**src/rtl/cpu_pkg.sv**
```systemverilog
// Shared CPU definitions: ALU operation codes, opcodes, control FSM states and decode record.
// The datapath ALU imports alu_op_e from here so the encodings stay in one place.
package cpu_pkg;

    typedef enum logic [3:0] {
        ALU_AND = 4'd0,
        ALU_OR  = 4'd1,
        ALU_ADD = 4'd2,
        ALU_SUB = 4'd3,
        ALU_SHR = 4'd4,
        ALU_SHL = 4'd5,
        ALU_ROR = 4'd6,
        ALU_ROL = 4'd7,
        ALU_NEG = 4'd10,
        ALU_NOT = 4'd11
    } alu_op_e;

    localparam logic [4:0] OP_ADD  = 5'b00011;
    localparam logic [4:0] OP_SUB  = 5'b00100;
    localparam logic [4:0] OP_AND  = 5'b00101;
    localparam logic [4:0] OP_OR   = 5'b00110;
    localparam logic [4:0] OP_SHR  = 5'b00111;
    localparam logic [4:0] OP_SHL  = 5'b01000;
    localparam logic [4:0] OP_ROR  = 5'b01001;
    localparam logic [4:0] OP_ROL  = 5'b01010;
    localparam logic [4:0] OP_NEG  = 5'b10000;
    localparam logic [4:0] OP_NOT  = 5'b10001;
    localparam logic [4:0] OP_NOP  = 5'b11010;
    localparam logic [4:0] OP_HALT = 5'b11011;

    typedef enum logic [2:0] {
        ST_RESET = 3'd0,
        ST_T0    = 3'd1,
        ST_T1    = 3'd2,
        ST_T2    = 3'd3,
        ST_T3    = 3'd4,
        ST_T4    = 3'd5,
        ST_T5    = 3'd6,
        ST_HALT  = 3'd7
    } cu_state_e;

    // ALU3: rd <= rb op rc; UNARY: rd <= op rb; illegal opcodes fold into NOP.
    typedef enum logic [1:0] {
        CLS_NOP   = 2'd0,
        CLS_ALU3  = 2'd1,
        CLS_UNARY = 2'd2,
        CLS_HALT  = 2'd3
    } op_class_e;

    typedef struct packed {
        op_class_e   cls;
        alu_op_e     alu;
        logic [15:0] ra_sel;
        logic [15:0] rb_sel;
        logic [15:0] rc_sel;
    } dec_t;

    function automatic logic [15:0] onehot16(input logic [3:0] idx);
        onehot16 = 16'h0001 << idx;
    endfunction

endpackage

```
**src/rtl/control_unit_if.sv**
```systemverilog
// Control strobes between the control unit (master) and the datapath (slave).
// The datapath supplies the instruction register and memory-ready; everything else flows out.
interface control_unit_if;
    logic [31:0] ir;
    logic        mem_ready;
    logic        pc_out;
    logic        pc_in;
    logic        mar_in;
    logic        mdr_in;
    logic        mdr_out;
    logic        read;
    logic        ir_in;
    logic        y_in;
    logic        z_in;
    logic        z_low_out;
    logic        inc_pc;
    logic [15:0] gpr_in;
    logic [15:0] gpr_out;
    logic [3:0]  alu_op;
    logic        run;

    modport master (
        input  ir, mem_ready,
        output pc_out, pc_in, mar_in, mdr_in, mdr_out, read, ir_in,
               y_in, z_in, z_low_out, inc_pc, gpr_in, gpr_out, alu_op, run
    );

    modport slave (
        output ir, mem_ready,
        input  pc_out, pc_in, mar_in, mdr_in, mdr_out, read, ir_in,
               y_in, z_in, z_low_out, inc_pc, gpr_in, gpr_out, alu_op, run
    );
endinterface

```
**src/rtl/ir_decode.sv**
```systemverilog
// Combinational instruction decode: opcode class, mapped ALU op and one-hot register selects.
// Zero latency; no flow control.
module ir_decode
    import cpu_pkg::*;
(
    input  logic [31:0] ir,
    output dec_t        dec
);

    logic [4:0] opcode;
    logic       unused_ir_low;

    assign opcode        = ir[31:27];
    assign unused_ir_low = ^ir[14:0];

    always_comb begin
        dec.cls    = CLS_NOP;
        dec.alu    = ALU_AND;
        dec.ra_sel = onehot16(ir[26:23]);
        dec.rb_sel = onehot16(ir[22:19]);
        dec.rc_sel = onehot16(ir[18:15]);
        case (opcode)
            OP_ADD:  begin dec.cls = CLS_ALU3;  dec.alu = ALU_ADD; end
            OP_SUB:  begin dec.cls = CLS_ALU3;  dec.alu = ALU_SUB; end
            OP_AND:  begin dec.cls = CLS_ALU3;  dec.alu = ALU_AND; end
            OP_OR:   begin dec.cls = CLS_ALU3;  dec.alu = ALU_OR;  end
            OP_SHR:  begin dec.cls = CLS_ALU3;  dec.alu = ALU_SHR; end
            OP_SHL:  begin dec.cls = CLS_ALU3;  dec.alu = ALU_SHL; end
            OP_ROR:  begin dec.cls = CLS_ALU3;  dec.alu = ALU_ROR; end
            OP_ROL:  begin dec.cls = CLS_ALU3;  dec.alu = ALU_ROL; end
            OP_NEG:  begin dec.cls = CLS_UNARY; dec.alu = ALU_NEG; end
            OP_NOT:  begin dec.cls = CLS_UNARY; dec.alu = ALU_NOT; end
            OP_NOP:  dec.cls = CLS_NOP;
            OP_HALT: dec.cls = CLS_HALT;
            default: dec.cls = CLS_NOP;
        endcase
    end

endmodule

```
**src/rtl/control_unit.sv**
```systemverilog
// Hardwired control FSM: fetch (T0-T2, T1 stalls on mem_ready) then execute (T3-T5).
// Outputs are a Moore decode of state and ir, so an async reset zeroes them immediately.
module control_unit
    import cpu_pkg::*;
(
    input  logic           clk,
    input  logic           reset_n,
    control_unit_if.master bus,
    output cu_state_e      state
);

    dec_t dec;

    ir_decode u_ir_decode (
        .ir  (bus.ir),
        .dec (dec)
    );

    always_ff @(posedge clk or negedge reset_n) begin
        if (!reset_n) begin
            state <= ST_RESET;
        end else begin
            case (state)
                ST_RESET: state <= ST_T0;
                ST_T0:    state <= ST_T1;
                ST_T1:    state <= bus.mem_ready ? ST_T2 : ST_T1;
                ST_T2: begin
                    case (dec.cls)
                        CLS_NOP:  state <= ST_T0;
                        CLS_HALT: state <= ST_HALT;
                        default:  state <= ST_T3;
                    endcase
                end
                ST_T3:    state <= ST_T4;
                ST_T4:    state <= (dec.cls == CLS_UNARY) ? ST_T0 : ST_T5;
                ST_T5:    state <= ST_T0;
                ST_HALT:  state <= ST_HALT;
                default:  state <= ST_RESET;
            endcase
        end
    end

    // Exactly one bus driver per active state; RESET and HALT drive nothing.
    always_comb begin
        bus.pc_out    = 1'b0;
        bus.pc_in     = 1'b0;
        bus.mar_in    = 1'b0;
        bus.mdr_in    = 1'b0;
        bus.mdr_out   = 1'b0;
        bus.read      = 1'b0;
        bus.ir_in     = 1'b0;
        bus.y_in      = 1'b0;
        bus.z_in      = 1'b0;
        bus.z_low_out = 1'b0;
        bus.inc_pc    = 1'b0;
        bus.gpr_in    = 16'h0000;
        bus.gpr_out   = 16'h0000;
        bus.alu_op    = ALU_AND;
        bus.run       = (state != ST_RESET) && (state != ST_HALT);
        case (state)
            ST_T0: begin
                bus.pc_out = 1'b1;
                bus.mar_in = 1'b1;
                bus.inc_pc = 1'b1;
                bus.z_in   = 1'b1;
                bus.alu_op = ALU_ADD;
            end
            ST_T1: begin
                bus.z_low_out = 1'b1;
                bus.pc_in     = 1'b1;
                bus.read      = 1'b1;
                bus.mdr_in    = 1'b1;
            end
            ST_T2: begin
                bus.mdr_out = 1'b1;
                bus.ir_in   = 1'b1;
            end
            ST_T3: begin
                if (dec.cls == CLS_ALU3) begin
                    bus.gpr_out = dec.rb_sel;
                    bus.y_in    = 1'b1;
                end else if (dec.cls == CLS_UNARY) begin
                    bus.gpr_out = dec.rb_sel;
                    bus.z_in    = 1'b1;
                    bus.alu_op  = dec.alu;
                end
            end
            ST_T4: begin
                if (dec.cls == CLS_ALU3) begin
                    bus.gpr_out = dec.rc_sel;
                    bus.z_in    = 1'b1;
                    bus.alu_op  = dec.alu;
                end else if (dec.cls == CLS_UNARY) begin
                    bus.z_low_out = 1'b1;
                    bus.gpr_in    = dec.ra_sel;
                end
            end
            ST_T5: begin
                bus.z_low_out = 1'b1;
                bus.gpr_in    = dec.ra_sel;
            end
            default: ;
        endcase
    end

endmodule

```
**src/flat_wrapper.sv**
```systemverilog
// flat-port wrapper written by rule: the top's interface ports become plain ports
module control_unit_flat import cpu_pkg::*;
  (clk, reset_n, state, bus_ir, bus_mem_ready, bus_pc_out, bus_pc_in, bus_mar_in, bus_mdr_in, bus_mdr_out, bus_read, bus_ir_in, bus_y_in, bus_z_in, bus_z_low_out, bus_inc_pc, bus_gpr_in, bus_gpr_out, bus_alu_op, bus_run);
  control_unit_if bus_i ();
  input  logic clk;
  input  logic reset_n;
  output cu_state_e state;
  input wire logic [$bits(bus_i.ir)-1:0] bus_ir;
  input wire logic [$bits(bus_i.mem_ready)-1:0] bus_mem_ready;
  output wire logic [$bits(bus_i.pc_out)-1:0] bus_pc_out;
  output wire logic [$bits(bus_i.pc_in)-1:0] bus_pc_in;
  output wire logic [$bits(bus_i.mar_in)-1:0] bus_mar_in;
  output wire logic [$bits(bus_i.mdr_in)-1:0] bus_mdr_in;
  output wire logic [$bits(bus_i.mdr_out)-1:0] bus_mdr_out;
  output wire logic [$bits(bus_i.read)-1:0] bus_read;
  output wire logic [$bits(bus_i.ir_in)-1:0] bus_ir_in;
  output wire logic [$bits(bus_i.y_in)-1:0] bus_y_in;
  output wire logic [$bits(bus_i.z_in)-1:0] bus_z_in;
  output wire logic [$bits(bus_i.z_low_out)-1:0] bus_z_low_out;
  output wire logic [$bits(bus_i.inc_pc)-1:0] bus_inc_pc;
  output wire logic [$bits(bus_i.gpr_in)-1:0] bus_gpr_in;
  output wire logic [$bits(bus_i.gpr_out)-1:0] bus_gpr_out;
  output wire logic [$bits(bus_i.alu_op)-1:0] bus_alu_op;
  output wire logic [$bits(bus_i.run)-1:0] bus_run;
  assign bus_i.ir = bus_ir;
  assign bus_i.mem_ready = bus_mem_ready;
  assign bus_pc_out = bus_i.pc_out;
  assign bus_pc_in = bus_i.pc_in;
  assign bus_mar_in = bus_i.mar_in;
  assign bus_mdr_in = bus_i.mdr_in;
  assign bus_mdr_out = bus_i.mdr_out;
  assign bus_read = bus_i.read;
  assign bus_ir_in = bus_i.ir_in;
  assign bus_y_in = bus_i.y_in;
  assign bus_z_in = bus_i.z_in;
  assign bus_z_low_out = bus_i.z_low_out;
  assign bus_inc_pc = bus_i.inc_pc;
  assign bus_gpr_in = bus_i.gpr_in;
  assign bus_gpr_out = bus_i.gpr_out;
  assign bus_alu_op = bus_i.alu_op;
  assign bus_run = bus_i.run;
  control_unit u_core (.clk(clk), .reset_n(reset_n), .bus(bus_i), .state(state));
endmodule
```
**config.mk**
```make
export PLATFORM = sky130hd
export DESIGN_NAME = control_unit_flat
export DESIGN_NICKNAME = d
export VERILOG_FILES = /design/src/rtl/cpu_pkg.sv /design/src/rtl/control_unit_if.sv /design/src/rtl/ir_decode.sv /design/src/rtl/control_unit.sv /design/src/flat_wrapper.sv
export SDC_FILE = /design/constraint.sdc
export NUM_CORES = 1
export LEC_CHECK = 0
export ABC_CLOCK_PERIOD_IN_PS = 3820
export CELL_PAD_IN_SITES_DETAIL_PLACEMENT = 1
export CELL_PAD_IN_SITES_GLOBAL_PLACEMENT = 2
export CORE_UTILIZATION = 17
export CTS_BUF_LIST = sky130_fd_sc_hd__clkbuf_8 sky130_fd_sc_hd__clkbuf_16
export DETAILED_ROUTE_END_ITERATION = 6
export PLACE_DENSITY = 0.81
export REMOVE_ABC_BUFFERS = 1
export SLEW_MARGIN = 0
export SYNTH_ARGS = -nofsm -noshare
export SYNTH_HDL_FRONTEND = slang
export SYNTH_HIERARCHICAL = 1
export SYNTH_SLANG_ARGS = --single-unit
```
**constraint.sdc**
```tcl
create_clock -name clk -period 3.82 [get_ports clk]
set_input_delay 0.764 -clock clk [delete_from_list [all_inputs] [get_ports clk]]
set_output_delay 0.764 -clock clk [all_outputs]
set_load 0.05 [all_outputs]
```
**After elaboration in Yosys (flattened, before gate mapping)**

Index checks and enable logic that the tools add are counted.

- Logic and storage cells: 60
- Output and inout port bits: 51
- Register bits: 3

- Shifts and indexed selects: 3
- Muxes and demuxes: 26
- Eq/ne operators: 22
- Reductions and logical operators: 8

Operators with widths:

| cell | number |
|---|---|
| 16-bit 2-to-1 mux | 5 |
| 16-bit case mux with 2 select lines | 2 |
| 1-bit by 4-bit << shifter with 16-bit output, first input constant | 3 |
| 4-bit case mux with 9 select lines | 1 |
| 3-bit case mux with 7 select lines | 1 |
| 5-bit by 3-bit equality test with 1-bit output, second input constant | 4 |
| 5-bit by 4-bit equality test with 1-bit output, second input constant | 3 |
| 5-bit equality test, second input constant | 3 |
| 3-bit equality test, second input constant | 4 |
| 4-bit 2-to-1 mux | 3 |
| 4-bit case mux with 3 select lines | 1 |
| 1-bit 2-to-1 mux | 8 |
| 8-bit OR reduction | 1 |
| 3-bit by 2-bit equality test with 1-bit output, second input constant | 2 |
| 2-bit case mux with 3 select lines | 1 |
| 3-bit case mux with 2 select lines | 1 |
| 2-bit OR reduction | 3 |
| 5-bit by 2-bit equality test with 1-bit output, second input constant | 1 |
| 2-bit equality test, second input constant | 2 |
| 3-bit by 1-bit equality test with 1-bit output, second input constant | 1 |
| 3-bit logical NOT | 1 |
| 3-bit 2-to-1 mux | 1 |
| 3-bit != test, second input constant | 1 |
| 1-bit case mux with 3 select lines | 1 |
| 5 further kinds | 5 |

**Depth between registers and ports, before layout**

- Depth in word-level cells: 7
- Gate-level depth with buffers: 10

**By module**

Netlist, hierarchy kept.

Modules (own cells, without submodules):

| module | area an instance (um^2) | seq. area each (um^2) | cells an instance | times used |
|---|---|---|---|---|
| control_unit | 794.5 | 75.1 | 108 | 1 |
| ir_decode | 484.2 | 0.0 | 91 | 1 |

**Worst setup path after synthesis**

No wires, ideal clock.

- Path type: input -> output
- From: input port bus_ir[30]
- To: output port bus_z_in
- Stages on the path: 7
- Setup slack: -9 ps
- Data arrival time: 3,065 ps
- Cell sequence: buf_6 nor2b_1 a21oi_1 o22ai_1 ha_1 inv_1 a311oi_1

RTL lines:

| element | line | text |
|---|---|---|
| start, declared | flat_wrapper.sv:8 | `input wire logic [$bits(bus_i.ir)-1:0] bus_ir;` |
| end, declared | flat_wrapper.sv:18 | `output wire logic [$bits(bus_i.z_in)-1:0] bus_z_in;` |

==> summary.txt <==
Initial Util: 17.6%
Mean routed wirelength per cell: 12.8 um
Unrepaired setup endpoints after global routing: no
# port buffers: 70
CP max stage delay: 530 ps
Final period util: 96.2%
Outcome: completed
Reg with most FFs: u_core/state
Final Slew Violations: 0
Simple-Gate Fraction of Synth Area: 52.4%
Max-cap violations: 0
Hold Path Class: in2async
Post-Syn Area: 1280 um2
Placed cells: 371
Number of global-route vias before repair: 1,651
Clock skew: 2.40 ps
Peak Freq: 272 MHz
Seq cells post-synth: 3
Main combinational cell family by area after synthesis: simple AND/OR/NAND/NOR gates
Die Y: 88.7 um
IO Pins: 86
Routed WL: 4810 um
Yosys cell types: 34
Final setup viols: 0
Fillers: 859
Crit path buf inv count: 3
Post-route insts no fill: 376
Gr ovfl total: 0
Area of the die: 7870 um2
Critical Path Slowest Stage Cell: clkdlybuf4s50_1
Ys async rst share: 100%
Pwr Density: 411 nW/um2
Ys Warns: 6
Sum of negative setup slack: 0 ps
Num CTS Buffers: 3
Worst skew pair latency: 220 ps
Multi-input logic area: 1100 um2
Final core utilization: 36.1%
Initial antenna violation count: 0
Reg clk slew, reported paths: 30 ps
Peak supply drop: 211 uV
Top delay family on crit path: buffers and inverters
Seq/Total Area, Yosys: 5.87%
# rows: 31
Slew @ Worst Pin: 691 ps
Hpwl dp: 3910 um
Htree depth: 1
DRC: 0
FF-to-FF setup slack: 2360 ps
Avg Vias per Cell: 4.41
Tot GR Track Use: 12.0%
Area delta synth->final: 105%
Die Wd: 88.7 um
Commonest non-fill, non-tap cell in the layout: buf_12
First-pass iteration count of the detailed router: 4
Adder-cell share of the synthesized area: 5.87%
Most frequent cells in the layout: buf_12, nor2_1, clkdlybuf4s50_1
Period minus WS final: 3680 ps
Synth Area in Compound Gates: 22.8%
Final ANT Viol Nets: 0
Layout cells sized above 1: 29.6%
Synth Instances: 199
CTS max path bufs: 2
Relative max-transition margin: 54.0%
Critical Path, Cell by Cell: clkdlybuf4s50_1 > nand2_1 > a21oi_1 > o22ai_2 > inv_2 > ha_4 > or3b_1 > a21oi_2 > and2_4 > buf_12
Placer Congestion: 0.742
Top flop regs: u_core/state x3
Via Count: 1,659
Clk root buf: clkbuf_8
Static Leak: 0.00106 uW
Max reg flops: 3
CTS tree: built
Mean Syn Cell Area: 6.43 um2
WHS: 732 ps
First-pass GRT wire length: 7660 um
Dominant synthesized flop cell: dfrtp_1
Worst setup SP type: input port
Core area: 7250 um2
CP Class: in2out
Clk sink count: 3
CP endpoint kind: primary output
Final #Nets: 319
Number of synthesized flops with an enable pin: 0
Synth Area in XOR/XNOR: 1.27%
Flip-flop and latch area: 75.1 um2
Diode count: 0
Final hold violations: 0
Drt initial violations: 80
Largest net degree at the start of global routing: 28
Crit Path Max Fanout: 7
WP data arrival: 2910 ps
CP required: 3060 ps
Multiplexer area fraction after synthesis: 0%
cell families (layout without fill, tap and decap cells):
| kind of cell | count (synthesis) | in the layout |
|---|---|---|
| adder cells (fa/ha/maj) | 6 | 6 |
| AO/OA/AOI/OAI | 40 | 40 |
| XOR/XNOR | 1 | 1 |
| flip-flops | 3 | 3 |
| AND/OR/NAND/NOR | 126 | 126 |
| buffers and inverters | 23 | 101 |
layout make-up:
class / count / share of cell area (%)
Timing Repair Buffer: 91 / 47.9
Clock buffer: 3 / 1.58
Clock inverter: 1 / 0.143
Tap cell: 99 / 4.73
Sequential cell: 3 / 2.87
Multi-Input combinational cell: 173 / 41.9
Inverter: 6 / 0.860
metal layers:
metal	wire [um]	share of wire (%)	GRT usage, %	vias up
li1	-	-	-	857
met1	2100	44	14.5	762
met2	2460	51	22.6	36
met3	216	4.5	1.59	4
met4	36	0.75	2.35	0
met5	0	0	0	-
where the power goes:
part / total (uW) / switching (uW) / internal, uW
combinational: 880 / 549 / 331
clock: 89.2 / 20.8 / 68.4
sequential: 108 / 60.0 / 47.8
synthesized netlist by cell type, drive strengths merged (3+ instances only):
cell type  instances  area [um2]
nor2b              6        37.5
a21oi             10        53.8
ha                 6        75.1
buf               16         124
nand2             13        48.8
nor3              21         116
and2               4        25.0
nor4               3        18.8
a22o              15         131
and3              17         106
o21ai              7        38.8
nand3              4        20.0
o22ai              3        18.8
nand2b            18         120
nor2              35         131
dfrtp              3        75.1
inv                6        22.5
worst paths after layout:
check                      depth (start not counted)               to       startpoint
setup / recovery                                  10    bus_alu_op[3]       bus_ir[28]
hold / removal                                     1  u_core/state[2]          reset_n
setup reg to reg                                   3  u_core/state[2]  u_core/state[0]
hold reg to reg                                    3  u_core/state[0]  u_core/state[2]
max in group asynchronous                          1  u_core/state[0]          reset_n
min in group clk                                   3  u_core/state[0]  u_core/state[2]
metrics by stage:
stage	setup WS, ps	instance area [um2]	total power, uW
floorplan	-8.00	1150	600
global placement	-107	2520	967
detailed placement	-157	2520	983
CTS	-14.6	2580	1080
global route	10.1	2620	1140
finish	145	2620	1080
timing repair:
item                                    4_1_cts  5_1_grt
endpoints found under the hold margin         0        0
resized for setup                             5       11
endpoints found under the setup margin       18       21
pin swaps                                     0        2
buffers inserted                              0        1
hold buffers                                  0        0
Note: power is estimated with default switching activity, not from simulation.
==> RTL edit (same flow settings) <==
Reset style: synchronous (`reset_n`), changed in one clocked block. Comments in the files are not updated.
--- a/src/rtl/control_unit.sv
+++ b/src/rtl/control_unit.sv
@@ -16,7 +16,7 @@
         .dec (dec)
     );
 
-    always_ff @(posedge clk or negedge reset_n) begin
+    always_ff @(posedge clk) begin
         if (!reset_n) begin
             state <= ST_RESET;
         end else begin
Behaviour: differs if reset_n is asserted again (counterexample within 4 cycles, from zero or initial values and one cycle with reset_n low); with reset_n held inactive, the same outputs for 10 cycles.
==> RTL edit against the unedited design <==
  * Routed wire length grew 7.3%
  * Synthesized area grew 0.68%
  * Hold slack gained 0.022 ns
  * Critical endpoint is now bus_alu_op[0]
  * Sequential cell count is the same
  * Largest cell class unchanged
  * Cell area grew 2.0%
  * Sequential share of layout area shrank 0.62 points
  * Setup slack lost 0.023 ns
  * Register-to-register slack lost 0.04 ns
  * Count of clock-buffer cells in the layout is the same
Power is not compared: it rests on default switching activity, and its combinational part moved more than twofold at a synthesized area within 25%.
==> RTL edit: results (changes against the unedited design) <==
status = complete, no violations
Layout non-clock buf frac = 48.0% (+0.11 points)
CP max FO = 5 (-2)
Hold WS = 0.754 ns (+0.0217 ns)
nets@finish = 320 (+0.31%)
slew margin rel. = 55.8% (+1.9 points)
first-pass GRT wire length = 8.31 mm (+8.6%)
drt first pass iters = 4 (unchanged)
syn avg cell area = 6.54 sq um (+1.7%)
ratio of cells with drive above 1 in the final layout = 30.9% (+1.3 points)
GPL Wtd Cong = 0.791 (+6.6%)
postcts setup bufs = 2 (+2)
Main synth FF type = dfxtp_1
multi-input combinational area share = 42.4% (+0.51 points)
Multi-input comb cells = 172 (-0.58%)
post-place setup slack = -0.271 ns (-0.114 ns)
pin count of the biggest net entering global routing = 21 (-25%)
met3 Usage GRT = 1.29% (-0.29 points)
ClkCell Share = 1.69% (-0.033 points)
R2R Path End = u_core/state[0]$_SDFF_PN0_
met1 Use GR = 17.3% (+2.8 points)
Hold Path End = u_core/state[2]$_SDFF_PN0_
WL final = 5.16 mm (+7.3%)
main area contributors after synthesis = a22o_1 (10%), and2_1 (9.7%), nor2_1 (9.6%), nor3_1 (7.8%), nand2b_1 (7.3%)
Clock Skew = 0.000136 ns (-0.00226 ns)
maximum vdd drop = 0.0000837 V
initial drt markers = 95 (+19%)
Top Family by Delay on Critical Path = buffers and inverters
area post-placement = 2510 sq um (-0.20%)
Buffers, non-clock = 92 (+1.1%)
DP HPWL = 4.10 mm (+5.0%)
post-synthesis xor/xnor area fraction = 1.26% (-0.0087 points)
ys async rst share = 0% (-100 points)
vias = 1711 (+3.1%)
Cell variety after synth = 38 (+12%)
Inverters, non-clock = 7 (+1)
Worst R2R Start = u_core/state[0]$_SDFF_PN0_
synth cell count leaders = nor2_1 (33), and2_1 (20), nor3_1 (20)
reg-to-reg setup timing slack = 2.32 ns (-0.04 ns)
Placed Cells = 369 (-0.54%)
# resized after CTS = 4 (-1)
sequential standard cell area = 60.1 sq um (-20%)
register area share after synthesis = 4.66% (-1.2 points)
HP Class = register to register
DR WL/cell = 13.7 um (+7.0%)
Final Cell Area = 2670 sq um (+2.0%)
Synth Area in Adders = 5.83% (-0.040 points)
post-synthesis compound-gate area fraction = 22.7% (-0.058 points)
Layout fillers = 886 (+3.1%)
## RTL edit: layer usage
layer	share of wire (%)	vias to the layer above
met5	0	-
met4	0.48	0
met3	3.2	2
met2	50	29
met1	47	823
li1	-	857
## RTL edit: cell families after synthesis
family	count (synthesis)
adder cells (fa/ha/maj)	6
AO/OA/AOI/OAI	39
buffers and inverters	22
flip-flops	3
AND/OR/NAND/NOR	126
XOR/XNOR	1
## RTL edit: worst max-delay path by stage
stage                                          start              end  slack [ns]
after floorplan           u_core/state[1]$_SDFF_PN0_       bus_mdr_in       -1.17
after global placement                    bus_ir[30]  bus_gpr_out[12]       -0.20
after detailed placement                  bus_ir[30]  bus_gpr_out[12]       -0.27
after CTS                                 bus_ir[28]    bus_alu_op[0]       0.002
after global routing                      bus_ir[27]    bus_alu_op[0]       0.001
final                                     bus_ir[27]    bus_alu_op[0]        0.12
## RTL edit: power by group
group | total (uW) | switching, uW | internal [uW]
logic | 387 | 237 | 150
clock network | 90.4 | 21.9 | 68.5
registers | 67.2 | 29.5 | 37.7
